$ cat config.mk
export PLATFORM = sky130hd
export DESIGN_NAME = st7735_spi_tx_flat
export DESIGN_NICKNAME = d
export VERILOG_FILES = /design/src/rtl/st7735_pkg.sv /design/src/rtl/st7735_spi_tx_if.sv /design/src/rtl/st7735_byte_fifo.sv /design/src/rtl/st7735_spi_tx.sv /design/src/flat_wrapper.sv
export SDC_FILE = /design/constraint.sdc
export NUM_CORES = 1
export LEC_CHECK = 0
export ABC_CLOCK_PERIOD_IN_PS = 2200
export CELL_PAD_IN_SITES_DETAIL_PLACEMENT = 2
export CELL_PAD_IN_SITES_GLOBAL_PLACEMENT = 2
export CORE_MARGIN = 8
export CORE_UTILIZATION = 27
export DETAILED_ROUTE_END_ITERATION = 7
export GPL_ROUTABILITY_DRIVEN = 0
export HOLD_SLACK_MARGIN = 0.1
export PLACE_DENSITY_LB_ADDON = 0.1
export SYNTH_ARGS = -nofsm -noshare
export SYNTH_HDL_FRONTEND = slang
export SYNTH_SLANG_ARGS = --single-unit
$ cat constraint.sdc
create_clock -name clk -period 2.2 [get_ports clk]
set_clock_uncertainty 0.15 [all_clocks]
set_input_delay 0.44 -clock clk [delete_from_list [all_inputs] [get_ports clk]]
set_output_delay 0.44 -clock clk [all_outputs]
set_load 0.03 [all_outputs]
$ cat src/rtl/st7735_pkg.sv
// st7735_pkg: shared types and defaults for the ST7735 SPI byte transmitter.
//   ST7735_DC_CMD / ST7735_DC_DATA : values of the panel D/C line
//   st7735_entry_t                 : one queued {dc, data[7:0]} entry
//   st7735_state_t                 : serialiser engine states
package st7735_pkg;

  localparam logic ST7735_DC_CMD  = 1'b0;
  localparam logic ST7735_DC_DATA = 1'b1;

  localparam int ST7735_CLK_DIV_DEF    = 2;
  localparam int ST7735_FIFO_DEPTH_DEF = 4;

  typedef struct packed {
    logic       dc;
    logic [7:0] data;
  } st7735_entry_t;

  typedef enum logic [1:0] {
    ST_IDLE,
    ST_LOW,
    ST_HIGH,
    ST_HOLD
  } st7735_state_t;

endpackage

$ cat src/rtl/st7735_spi_tx_if.sv
// st7735_spi_tx_if: valid/ready byte stream from the command/pixel sequencer.
//   in_valid : sequencer presents an entry
//   in_ready : transmitter can accept an entry this cycle
//   in_data  : byte to send
//   in_dc    : 0 = command, 1 = data
//   master   : sequencer side, slave : transmitter side
interface st7735_spi_tx_if;

  logic       in_valid;
  logic       in_ready;
  logic [7:0] in_data;
  logic       in_dc;

  modport master (output in_valid, output in_data, output in_dc, input  in_ready);
  modport slave  (input  in_valid, input  in_data, input  in_dc, output in_ready);

endinterface

$ cat src/rtl/st7735_byte_fifo.sv
// st7735_byte_fifo: synchronous FIFO of {dc, byte} entries.
//   clk, rst_n : clock, async active-low reset (flushes the pointers)
//   push/wdata : write when push && !full
//   pop/rdata  : rdata is the head entry; advance when pop && !empty
//   full/empty : occupancy flags from pointers carrying an extra wrap bit
module st7735_byte_fifo
  import st7735_pkg::*;
#(
  parameter int DEPTH = ST7735_FIFO_DEPTH_DEF
) (
  input  logic          clk,
  input  logic          rst_n,
  input  logic          push,
  input  st7735_entry_t wdata,
  input  logic          pop,
  output st7735_entry_t rdata,
  output logic          full,
  output logic          empty
);

  localparam int AW = $clog2(DEPTH);

  logic [AW:0]   wptr;
  logic [AW:0]   rptr;
  st7735_entry_t mem [DEPTH];

  // Same index with opposite wrap bits means the writer is a full lap ahead.
  assign empty = (wptr == rptr);
  assign full  = (wptr[AW] != rptr[AW]) && (wptr[AW-1:0] == rptr[AW-1:0]);
  assign rdata = mem[rptr[AW-1:0]];

  always_ff @(posedge clk or negedge rst_n) begin
    if (!rst_n) begin
      wptr <= '0;
      rptr <= '0;
    end else begin
      if (push && !full) wptr <= wptr + 1'b1;
      if (pop && !empty) rptr <= rptr + 1'b1;
    end
  end

  always_ff @(posedge clk) begin
    if (push && !full) mem[wptr[AW-1:0]] <= wdata;
  end

endmodule

$ cat src/rtl/st7735_spi_tx.sv
// st7735_spi_tx: byte-level SPI mode-0 transmitter for the ST7735 panel.
//   clk, rst_n : system clock, async active-low reset
//   in_if      : valid/ready entry stream (slave side); in_ready = FIFO not full
//   spi_cs     : chip select, active low, held low across back-to-back bytes
//   spi_dc     : data/command line, travels with each byte
//   spi_clk    : SPI clock, idles low, CLK_DIV clk cycles per half-period
//   spi_mosi   : serial data, MSB first
//   busy       : FIFO non-empty or engine not idle
//
// state   | meaning
// IDLE    | cs high, waiting for an entry
// LOW     | spi_clk low phase, mosi/dc already set up
// HIGH    | spi_clk high phase, panel has sampled the bit
// HOLD    | cs still low after the last byte of a burst
module st7735_spi_tx
  import st7735_pkg::*;
#(
  parameter int CLK_DIV    = ST7735_CLK_DIV_DEF,
  parameter int FIFO_DEPTH = ST7735_FIFO_DEPTH_DEF
) (
  input  logic            clk,
  input  logic            rst_n,
  st7735_spi_tx_if.slave  in_if,
  output logic            spi_cs,
  output logic            spi_dc,
  output logic            spi_clk,
  output logic            spi_mosi,
  output logic            busy
);

  localparam int DW = (CLK_DIV > 1) ? $clog2(CLK_DIV) : 1;
  localparam logic [DW-1:0] DIV_LAST = DW'(CLK_DIV - 1);

  st7735_state_t state;
  st7735_entry_t wr_entry;
  st7735_entry_t head;
  logic          full;
  logic          empty;
  logic          pop;
  logic [6:0]    shreg;
  logic [2:0]    bitcnt;
  logic [DW-1:0] divcnt;
  logic          div_done;

  assign wr_entry = {in_if.in_dc, in_if.in_data};

  st7735_byte_fifo #(
    .DEPTH (FIFO_DEPTH)
  ) u_fifo (
    .clk   (clk),
    .rst_n (rst_n),
    .push  (in_if.in_valid),
    .wdata (wr_entry),
    .pop   (pop),
    .rdata (head),
    .full  (full),
    .empty (empty)
  );

  assign in_if.in_ready = !full;
  assign busy           = !empty || (state != ST_IDLE);
  assign div_done       = (divcnt == DIV_LAST);

  // The next byte is loaded on the falling edge that ends bit 0, so a
  // back-to-back byte keeps the 2*CLK_DIV rising-edge rhythm.
  assign pop = !empty && ((state == ST_IDLE) ||
                          (state == ST_HIGH && div_done && bitcnt == 3'd0));

  always_ff @(posedge clk or negedge rst_n) begin
    if (!rst_n) begin
      state    <= ST_IDLE;
      spi_cs   <= 1'b1;
      spi_clk  <= 1'b0;
      spi_mosi <= 1'b0;
      spi_dc   <= 1'b0;
      shreg    <= '0;
      bitcnt   <= '0;
      divcnt   <= '0;
    end else if (pop) begin
      state    <= ST_LOW;
      spi_cs   <= 1'b0;
      spi_clk  <= 1'b0;
      spi_dc   <= head.dc;
      spi_mosi <= head.data[7];
      shreg    <= head.data[6:0];
      bitcnt   <= 3'd7;
      divcnt   <= '0;
    end else begin
      case (state)
        ST_IDLE: begin
          spi_cs  <= 1'b1;
          spi_clk <= 1'b0;
        end
        ST_LOW: begin
          if (div_done) begin
            spi_clk <= 1'b1;
            divcnt  <= '0;
            state   <= ST_HIGH;
          end else begin
            divcnt <= divcnt + 1'b1;
          end
        end
        ST_HIGH: begin
          if (div_done) begin
            spi_clk <= 1'b0;
            divcnt  <= '0;
            if (bitcnt != 3'd0) begin
              spi_mosi <= shreg[6];
              shreg    <= {shreg[5:0], 1'b0};
              bitcnt   <= bitcnt - 3'd1;
              state    <= ST_LOW;
            end else begin
              state <= ST_HOLD;
            end
          end else begin
            divcnt <= divcnt + 1'b1;
          end
        end
        ST_HOLD: begin
          if (div_done) begin
            spi_cs <= 1'b1;
            divcnt <= '0;
            state  <= ST_IDLE;
          end else begin
            divcnt <= divcnt + 1'b1;
          end
        end
        default: state <= ST_IDLE;
      endcase
    end
  end

endmodule

$ cat src/flat_wrapper.sv
// flat-port wrapper written by rule: the top's interface ports become plain ports
module st7735_spi_tx_flat import st7735_pkg::*;
#(
  parameter int CLK_DIV    = ST7735_CLK_DIV_DEF,
  parameter int FIFO_DEPTH = ST7735_FIFO_DEPTH_DEF
)
  (clk, rst_n, spi_cs, spi_dc, spi_clk, spi_mosi, busy, in_if_in_valid, in_if_in_data, in_if_in_dc, in_if_in_ready);
  st7735_spi_tx_if in_if_i ();
  input  logic clk;
  input  logic rst_n;
  output logic spi_cs;
  output logic spi_dc;
  output logic spi_clk;
  output logic spi_mosi;
  output logic busy;
  input wire logic [$bits(in_if_i.in_valid)-1:0] in_if_in_valid;
  input wire logic [$bits(in_if_i.in_data)-1:0] in_if_in_data;
  input wire logic [$bits(in_if_i.in_dc)-1:0] in_if_in_dc;
  output wire logic [$bits(in_if_i.in_ready)-1:0] in_if_in_ready;
  assign in_if_i.in_valid = in_if_in_valid;
  assign in_if_i.in_data = in_if_in_data;
  assign in_if_i.in_dc = in_if_in_dc;
  assign in_if_in_ready = in_if_i.in_ready;
  st7735_spi_tx #(.CLK_DIV(CLK_DIV), .FIFO_DEPTH(FIFO_DEPTH)) u_core (.clk(clk), .rst_n(rst_n), .in_if(in_if_i), .spi_cs(spi_cs), .spi_dc(spi_dc), .spi_clk(spi_clk), .spi_mosi(spi_mosi), .busy(busy));
endmodule
==> results of run 1 <==
where the power goes:
group / total [mW] / internal (mW) / leakage [nW] / switching (mW)
sequential: 1.73 / 1.56 / 0.589 / 0.174
clock: 0.996 / 0.528 / 0.0958 / 0.468
combinational: 2.10 / 0.979 / 0.580 / 1.12
total: 4.83 / 3.06 / 1.26 / 1.77
final timing paths:
check,startpoint,to
hold reg to reg,u_core.spi_clk,u_core.spi_clk
setup reg to reg,u_core.state[1],u_core.spi_clk
hold / removal,rst_n,u_core.spi_dc
max in group asynchronous,rst_n,u_core.spi_cs
min in group clk,u_core.spi_clk,u_core.spi_clk
setup / recovery,u_core.u_fifo.rptr[0],busy
stage by stage:
| stage | setup TNS (ns) | setup WS, ns | std cells | instance area (um2) |
|---|---|---|---|---|
| after floorplan | 0 | 0.366 | 176 | 2580 |
| after global placement | 0 | 0.0769 | 331 | 3040 |
| after detailed placement | 0 | 0.000228 | 331 | 3040 |
| after CTS | 0 | 0.0488 | 347 | 3260 |
| after global routing | -0.00840 | -0.00840 | 347 | 3280 |
| final | 0 | 0.0508 | 347 | 3280 |
cells by family (layout without fill, tap and decap cells):
kind of cell | after synthesis | after routing | share of synthesized area (%)
AO/OA/AOI/OAI | 22 | 22 | 6.12
AND/OR/NAND/NOR | 44 | 44 | 7.67
adder cells (fa/ha/maj) | 12 | 12 | 5.83
XOR/XNOR | 10 | 10 | 3.69
buffers and inverters | 17 | 59 | 3.01
multiplexers | 12 | 12 | 9.32
flip-flops | 59 | 59 | 64.4
layout by cell type (no fill, tap or decap), types with 2 or more instances in the layout:
cell,Yosys,layout
inv_1,10,10
ha_1,12,12
mux4_2,9,9
buf_12,0,4
xnor2_1,5,4
o21ai_0,5,5
a21oi_1,3,3
clkbuf_8,0,9
and2_1,4,4
mux2_2,2,2
a31oi_1,8,7
clkinv_4,0,2
xor2_2,1,3
clkdlybuf4s50_1,0,15
nand3_1,4,4
nand2_1,19,19
and3_1,2,2
buf_6,1,2
dfrtp_1,22,22
clkinvlp_4,0,2
buf_4,1,11
edfxtp_1,36,36
nor2_1,11,11
xor2_1,4,2
worst register-to-register path: stages (launching register included):
cell and delay (ns):
dfrtp_1 0.45, ha_1 0.29, and4b_1 0.27, o32ai_4 0.29
a21oi_2 0.12, mux2_4 0.31
area by class of cell:
cell class,instances,area [um2]
multi-input combinational,100,875
fill,947,5960
tap,129,161
inverter,10,37.5
clock buffer,9,124
sequential,59,1660
timing repair buffer,33,347
clock inverter,7,76.3
routing by layer:
layer  wire [um]  vias up
li1            -      704
met1        2550      779
met2        3250       22
met3         144       11
met4         125        0
met5           0        -
state kept, by name, summed over array words and instances, names as in the netlist:
signal / flops
u_core.u_fifo.mem: 36
u_core.shreg: 7
u_core.bitcnt: 3
u_core.u_fifo.rptr: 3
u_core.u_fifo.wptr: 3
u_core.state: 2
u_core.div_done: 1
u_core.spi_clk: 1
u_core.spi_cs: 1
u_core.spi_dc: 1
u_core.spi_mosi: 1
==> metrics list, run 1 <==
* Result of the run: completed
* Core area: 9240 um2
* Leakage power: 1.26 nW
* Die span in y: 114 um
- The die covers 12,900 um2.
- The number of antenna diodes in the final layout is 0.
* Gr ovfl total: 0
* Share of Yosys cell area claimed by the top area cell type: 42.0%
* Peak clock frequency supported by timing: 0.465 GHz
- Dominant cells by area after synthesis: edfxtp_1 (42%), dfrtp_1 (21%), mux4_2 (7.9%), ha_1 (5.8%), nand2_1 (2.8%)
- At the pin with the least slew margin, the transition time is 0.487 ns.
- After detailed routing, the total wire length is 6.07 mm.
- Number of endpoints failing setup at the final stage: 0
- The initialized floorplan defines 35 standard-cell rows.
* First drt pass iteration count: 4
* Peak fanout along the critical path: 2
- Global routing consumed, on the met2 layer, 18.4% of the routing resources.
- After clock tree synthesis, the setup repair step added 0 buffers.
* Clock latency on the worst-skew pair: 0.33 ns
- Yosys instantiated no cell more often than edfxtp_1.
- The net count of the finished layout is 237.
- Global routing consumed, over all layers together, 10.2% of the routing resources.
- Entering global routing, the biggest net connects 24 pins.
- Counting both buffers and inverters, the worst setup path holds a total of 1.
- Compared with the post-synthesis result, the final layout area differs by 27.2%.
- Clock root buffer master: clkbuf_8
* DR vias: 1,516
* Clock sink count: 59
* Depth of the most critical reg-to-reg path: 5
- Data on the critical path is required at its endpoint by 1.61 ns.
* Peak-usage layer in the global routing report: met2
* Ports placed on the boundary: 18
- Final Power: 4.83 mW
- For this design, the slowest cell found on the critical path is dfrtp_1.
- Once detailed placement completed, the half-perimeter wirelength came to 4.18 mm.
- Crit. End Element: output port
* Detailed Route Iter0 Violations: 35
- Global routing consumed, on the met3 layer, 2.85% of the routing resources.
- The synthesized design contains 59 register bits.
* Die width: 114 um
- The via count of the first global-routing pass came to 1,864.
- The largest single stage delay on the critical path is 0.43 ns.
- Final core area utilization: 35.5%
- Port buffering added 17 buffers.
- Global-route wire length before repair: 9.78 mm
* Worst path top cell family by delay: flip-flops
* Global-route track usage on met1: 10.7%
* Initial core utilization: 27.9%
- Synthesized netlist net count: 200
- Post-detailed-route DRC marker count: 0
- Most common library cells after synthesis: edfxtp_1 (36), dfrtp_1 (22), nand2_1 (19)
- After layout, the worst path uses 97.7% of the clock period.
- By startpoint and endpoint, the worst setup path is classified as reg -> out.
- Post-route antenna net violation count: 0
- # H-tree levels: 3
* Total number of cells along the worst setup path: 4
* Smallest hold slack: 0.317 ns
- Share of cells above drive strength 1: 25.2%
* Mean area per synthesized cell: 14.6 um2
- Routed len/inst: 17.5 um
- In this run the power density over the cells is 1470 nW/um2.
- Maximum clock path buffer count: 2
- Across the VDD grid, the largest voltage drop is 0.000509 V.
- Final hold violation count: 0
- Post-synth top flop: edfxtp_1
* Number of cells produced by synthesis: 176
* Final critical path time including I/O delays and setup: 2.15 ns
- Measured against its own limit, the worst slew margin works out to 67.5%.
- PostCTS Resize Cnt: 6
* Worst path arrival time: 1.56 ns
- Crit-path cells: xor2_2, nor3_2, nand2_1, clkdlybuf4s15_2
- In this run the cell area of the synthesized design comes to 2580 um2.
* Path class of the lowest-slack min-delay path: in -> async
- Warnings, synthesis: 0
* Number of enable-type register cells in the synthesized netlist: 36
- Post-synth cell types: 34
* Fraction of registers with async set or reset after synthesis: 39.0%
- Hold buffer count at CTS: 0
- Sequential element share of the synthesized area: 64.4%
* Clock-pin slew of the registers on the worst-case setup and hold paths: 0.07 ns
* Pins over their slew limit: 0
- The biggest area contributor in the post-synthesis netlist is edfxtp_1.
* Number of antenna violations at the first check in global routing: 0
- The worst setup path is launched from a flip-flop.
* Detailed-route vias per instance: 4.37
- TritonCTS clock tree: built
- The number of clock buffers added by TritonCTS is 9.
- Max capacitance violation total: 0
- Worst-case register-to-register setup slack: 0.21 ns
Power figures use the tool's default switching activity.
==> run 2, diff against run 1 <==
==> constraint.sdc (replaced) <==
create_clock -name clk -period 2.2 [get_ports clk]
set_clock_uncertainty 0.15 [all_clocks]
set_input_delay 0.44 -clock clk [delete_from_list [all_inputs] [get_ports clk]]
set_output_delay 0.44 -clock clk [all_outputs]
set_load 0.005 [all_outputs]
==> metrics list, run 2 (synthesis results as in run 1) <==
- The starting utilization of the core area came to 27.9% (unchanged).
- Number of cells in the design after placement: 329 (was 331)
- The initial antenna violation count was 0 (unchanged).
- The via count of the routed design came to 1,521 (was 1,516).
* Most used cells in the layout excluding fill and tap cells: edfxtp_1 (36), dfrtp_1 (20), nand2_1 (19) (was edfxtp_1 (36), dfrtp_1 (22), nand2_1 (19))
* Most frequent standard cell in the layout excluding fill and tap cells: edfxtp_1 (unchanged)
- The CTS tree is built (unchanged).
* Largest voltage drop on the vdd net: 0.000382 V (was 0.000509 V)
- Largest net degree at the start of global routing: 24 (unchanged)
* Worst Path Required: 1.61 ns (about the same)
- Post-detailed-route DRC marker count: 0 (unchanged)
* Worst setup path class: reg -> out (unchanged)
- Core area: 9240 um2 (unchanged)
* Net count, final: 241 (was 237)
* Number of buffers added on ports: 17 (unchanged)
* Clock root buffer master: clkbuf_8 (unchanged)
- The final hold violation count came to 0 (unchanged).
* Die span in y: 114 um (unchanged)
* Pins over their slew limit: 0 (unchanged)
* Clock sink count: 59 (unchanged)
* Full die area: 12,900 um2 (unchanged)
* Worst path arrival time: 1.47 ns (was 1.56 ns)
- The average routed wire per standard cell was 16.1 um (was 17.5 um).
- Path class of the lowest-slack min-delay path: in -> async (unchanged)
* Maximum clock path buffer count: 2 (unchanged)
- The total leakage power came to 1.28 nW (was 1.26 nW).
- The largest driver fanout on the critical path is 2 (unchanged).
- Worst-case register-to-register setup slack: 0.18 ns (was 0.21 ns)
- Share of cells above drive strength 1: 27.0% (was 25.2%)
- Standard-cell rows: 35 (unchanged)
- Peak clock frequency supported by timing: 0.484 GHz (was 0.465 GHz)
* Gr ovfl total: 0 (unchanged)
* Tightest Pin Transition: 0.505 ns (was 0.487 ns)
* Tot GR Track Use: 9.86% (was 10.2%)
* # H-tree levels: 3 (unchanged)
* Post-route antenna net violation count: 0 (unchanged)
- Startpoint class of the critical path: flip-flop (unchanged)
* Final critical path time including I/O delays and setup: 2.06 ns (was 2.15 ns)
* Result of the run: completed (unchanged)
* Detailed-route vias per instance: 4.33 (was 4.37)
- Number of endpoints failing setup at the final stage: 0 (unchanged)
* Cts bufs inserted: 9 (unchanged)
* Worst R2R End: u_core.shreg[3] (was u_core.spi_clk)
- Total half-perimeter wirelength after legalization and detailed placement: 3.95 mm (was 4.18 mm)
* Ports placed on the boundary: 18 (unchanged)
- Final instance count without filler cells: 351 (was 347)
* Global-route wire length before repair: 9.76 mm (was 9.78 mm)
- Synthesis-to-finish area growth: 28.2% (was 27.2%)
- Detailed Route Iter0 Violations: 22 (was 35)
* Inserted Diodes: 0 (unchanged)
- Total Wirelength: 5.66 mm (was 6.07 mm)
- Max capacitance violation total: 0 (unchanged)
* Total negative slack for setup checks: 0 ns (unchanged)
- Via count of the first global-routing pass: 1,842 (was 1,864)
- Depth of the most critical reg-to-reg path: 7 (was 5)
- The source-to-sink clock delay at the later pin of the worst-skew pair was 0.33 ns (about the same).
- Worst relative slew slack: 66.3% (was 67.5%)
* Clock-pin slew of the registers on the worst-case setup and hold paths: 0.07 ns (about the same)
- Crit. End Element: output port (unchanged)
* First drt pass iteration count: 4 (unchanged)
* Number of flip-flops under the largest register name: 36 (unchanged)
* Die width: 114 um (unchanged)
* Final critical-path share of the clock period: 93.8% (was 97.7%)
- Setup repair after global routing left no endpoint under its margin.
- Worst R2R Start: u_core.state[1] (unchanged)
* Power per cell area: 1420 nW/um2 (was 1470 nW/um2)
-- run 2: cell count changes in the layout (fill, tap and decap cells not counted), sizes merged --
cell,delta
inv,-1
buf,+3
dlygate4sd2,+1
clkinv,+1
-- run 2: what timing repair did --
| item | CTS | global route |
|---|---|---|
| cloned | 0 | 0 |
| pin swaps | 3 | 3 |
| hold buffers | 0 | 0 |
| endpoints found under the setup margin | 2 | 2 |
| buffers inserted | 6 | 0 |
| gates resized for setup | 10 | 2 |
-- run 2: worst max-delay path by stage --
stage,endpoint,from,cells past startpoint
3_5_place_dp,u_core.u_fifo.mem[2][5],in_if_in_valid,6
6_report,busy,u_core.u_fifo.wptr[0],5
4_1_cts,busy,u_core.u_fifo.wptr[1],5
5_1_grt,u_core.shreg[3],u_core.state[1],7
3_3_place_gp,u_core.u_fifo.mem[3][6],in_if_in_valid,6
2_1_floorplan,u_core.spi_clk,u_core.state[0],6
-- run 2: through the flow --
stage | hold WS, ns | setup WS [ns] | util [%] | power [mW] | instance area, um2
after detailed placement | 0.359 | 0.110 | 32.7 | 3.63 | 3020
after floorplan | -0.00559 | 0.366 | - | 2.91 | 2580
after global placement | 0.332 | 0.103 | 32.7 | 3.53 | 3020
after CTS | 0.322 | -0.00936 | 35.7 | 4.79 | 3300
final | 0.321 | 0.135 | 35.7 | 4.70 | 3300
after global routing | 0.332 | 0.0347 | 35.7 | 5.08 | 3300
-- run 2: layout make-up --
class / instances / area, um2
tap: 129 / 161
multi-input combinational: 100 / 878
sequential: 59 / 1660
inverter: 10 / 37.5
fill: 935 / 5940
clock buffer: 9 / 124
timing repair buffer: 37 / 373
clock inverter: 7 / 68.8
-- run 2: per-layer routing --
metal  global-route usage (%)  share of wire, %  vias to the layer above
met3                     3.06               2.9                        9
met2                     16.7                51                       17
met5                        0                 0                        -
li1                         -                 -                      715
met1                     11.4                44                      780
met4                     3.73               1.3                        0
-- run 2: worst max-delay path, stage by stage (launching register included) --
cell and delay [ns]:
dfrtp_1 0.38, buf_4 0.14, xor2_2 0.16, nor3_2 0.19
nand2_1 0.07, clkdlybuf4s15_1 0.20
-- run 2: report_power, final --
part           switching, mW  leakage (nW)  internal (mW)  total (mW)
Combinational          0.986         0.600           1.01        2.00
Sequential             0.175         0.587           1.56        1.74
Clock                  0.452        0.0950          0.518       0.970
Total                   1.61          1.28           3.09        4.70
==> run 3, diff against run 2 <==
--- a/config.mk
+++ b/config.mk
@@ -5,7 +5,7 @@
 export SDC_FILE = /design/constraint.sdc
 export NUM_CORES = 1
 export LEC_CHECK = 0
-export ABC_CLOCK_PERIOD_IN_PS = 2200
+export ABC_CLOCK_PERIOD_IN_PS = 1900
 export CELL_PAD_IN_SITES_DETAIL_PLACEMENT = 2
 export CELL_PAD_IN_SITES_GLOBAL_PLACEMENT = 2
 export CORE_MARGIN = 8
==> constraint.sdc (replaced) <==
create_clock -name clk -period 1.9 [get_ports clk]
set_clock_uncertainty 0.15 [all_clocks]
set_input_delay 0.38 -clock clk [delete_from_list [all_inputs] [get_ports clk]]
set_output_delay 0.38 -clock clk [all_outputs]
set_load 0.005 [all_outputs]
==> metrics list, run 3 (synthesis results as in run 1) <==
- Total half-perimeter wirelength after legalization and detailed placement: 4.09 mm (was 3.95 mm)
- The worst setup slack after placement was -0.0782 ns (was 0.110 ns).
- The peak ir drop on the vdd network came to 0.000487 V (was 0.000382 V).
* Smallest hold slack: 0.250 ns (was 0.321 ns)
- The most frequent standard cell in the layout excluding fill and tap cells is edfxtp_1 (unchanged).
- Total negative slack for setup checks: -0.0153 ns (was 0 ns)
- The number of diodes came to 0 (unchanged).
- Worst path top cell family by delay: compound AO/OA/AOI/OAI gates (was flip-flops)
* Largest net degree at the start of global routing: 24 (unchanged)
- The sink count of the clock tree came to 59 (unchanged).
* Worst setup path class: reg -> reg (was reg -> out)
- Detailed-route vias per instance: 4.35 (was 4.33)
* Hold buffer count at CTS: 0 (unchanged)
- Result of the run: complete, but fails checks (was completed).
- Max capacitance violation total: 0 (unchanged)
* Worst path slowest cell: dfrtp_1 (unchanged)
- Final instance count without filler cells: 362 (was 351)
- Startpoint class of the critical path: flip-flop (unchanged)
* DR vias: 1,575 (was 1,521)
- Via count of the first global-routing pass: 1,850 (was 1,842)
- The actual slew at the worst max-slew pin came to 0.464 ns (was 0.505 ns).
- Pins over their slew limit: 0 (unchanged)
- The endpoint kind of the worst setup timing path was a flip-flop (was output port).
- Core area: 9240 um2 (unchanged)
* Global-route wire length before repair: 9.87 mm (was 9.76 mm)
- Total number of cells along the worst setup path: 6 (was 5)
- Final Power: 6.21 mW (was 4.70 mW)
- Clock root buffer master: clkbuf_8 (unchanged)
- Final critical path time including I/O delays and setup: 1.92 ns
* Routed len/inst: 16.4 um (was 16.1 um)
* Setup repair after global routing missed its margin: yes (was no)
- Depth of the most critical reg-to-reg path: 6 (was 7)
* Detailed Route Iter0 Violations: 26 (was 22)
- The largest driver fanout on the critical path was 3 (was 2).
- The final wirelength is 5.95 mm (was 5.66 mm).
- The minimum setup slack in the final design is -0.0153 ns (was 0.135 ns).
- The final hold violation count is 0 (unchanged).
- The number of flip-flops under the largest register name came to 36 (unchanged).
* First drt pass iteration count: 4 (unchanged)
* Cts bufs inserted: 9 (unchanged)
- Initial core utilization: 27.9% (unchanged)
- The combined global-route utilization of all metal layers came to 10.2% (was 9.86%).
- Most used cells in the layout excluding fill and tap cells: edfxtp_1 (36), buf_4 (22), dfrtp_1 (21) (was edfxtp_1 (36), dfrtp_1 (20), nand2_1 (19)).
* Crit-path cells: xor2_2, buf_4, o32ai_4, buf_6, a21oi_4, mux2_4 (was buf_4, xor2_2, nor3_2, nand2_1, clkdlybuf4s15_1)
* Path class of the lowest-slack min-delay path: in -> async (unchanged)
- The vertical die dimension came to 114 um (unchanged).
* Power per cell area: 1750 nW/um2 (was 1420 nW/um2)
* Die width: 114 um (unchanged)
- The area of the die came to 12,900 um2 (unchanged).
- The share of cells above drive strength 1 is 38.6% (was 27.0%).
- Synthesis-to-finish area growth: 37.7% (was 28.2%)
- The critical path's largest stage delay was 0.41 ns (was 0.38 ns).
- The initial antenna violation count was 0 (unchanged).
- The final setup violation count was 1 (was 0).
* Worst path arrival time: 1.99 ns (was 1.47 ns)
- The number of input and output port buffers inserted was 17 (unchanged).
* Post-detailed-route DRC marker count: 0 (unchanged)
- The number of top-level pins is 18 (unchanged).
* Gr ovfl total: 0 (unchanged)
* # H-tree levels: 3 (unchanged)
- Number of cells in the design after placement: 343 (was 329)
- The final-stage net count is 252 (was 241).
- Bufs and invs on worst path: 2 (unchanged)
- The standard-cell row count is 35 (unchanged).
- The data required time at the worst endpoint came to 1.98 ns (was 1.61 ns).
- Violated checks: negative setup slack
- The clock edge transition at the registers on the reported setup and hold paths was 0.07 ns (about the same).
* Post-route antenna net violation count: 0 (unchanged)
- The total leakage power came to 1.38 nW (was 1.28 nW).
- TritonCTS clock tree: built (unchanged)
- The source-to-sink clock delay at the later pin of the worst-skew pair was 0.34 ns (was 0.33 ns).
- Peak clock frequency supported by timing: 0.522 GHz
- Maximum clock path buffer count: 2 (unchanged)
- Final critical-path share of the clock period: 101%
* Worst relative slew slack: 69.0% (was 66.3%)
run 3: layout make-up:
type | count | area, um2
sequential | 59 | 1660
clock inverter | 7 | 76.3
timing repair buffer | 48 | 499
inverter | 10 | 37.5
clock buffer | 9 | 124
tap | 129 | 161
multi-input combinational | 100 | 990
fill | 919 | 5690
run 3: power breakdown:
group | switching, mW | internal, mW | total (mW)
logic | 1.40 | 1.64 | 3.04
registers | 0.209 | 1.81 | 2.02
clock network | 0.548 | 0.614 | 1.16
run 3: final timing paths:
| path | start | end | slack, ns |
|---|---|---|---|
| hold reg to reg | u_core.shreg[0] | u_core.shreg[0] | 0.36 |
| hold / removal | rst_n | u_core.spi_dc | 0.25 |
| setup / recovery | u_core.u_fifo.wptr[0] | u_core.spi_clk | -0.02 |
| min in group clk | u_core.shreg[0] | u_core.shreg[0] | 0.36 |
| max in group asynchronous | rst_n | u_core.spi_cs | 1.05 |
| setup reg to reg | u_core.u_fifo.wptr[0] | u_core.spi_clk | -0.02 |
run 3: layer usage:
metal	vias to the layer above	track usage (%)	routed length, um
li1	736	-	-
met2	23	18.2	3310
met3	9	4.23	260
met5	-	0	0
met4	0	4.00	63
met1	807	10.5	2320
run 3: timing repair:
item	4_1_cts	5_1_grt
resized for setup	25	22
setup buffers	4	0
setup endpoints to repair	10	54
pin swaps	9	12
gates cloned	1	0
run 3: through the flow:
stage,utilization (%),area [um2]
finish,38.4,3550
global route,38.4,3550
CTS,37.4,3460
detailed placement,34.0,3140
global placement,34.0,3140
floorplan,-,2580
run 3: worst reg2reg max path, stage by stage, from the launching register on:
cell     delay (ns)
dfrtp_1        0.41
xor2_2         0.20
buf_4          0.15
o32ai_4        0.39
buf_6          0.17
a21oi_4        0.05
mux2_4         0.29
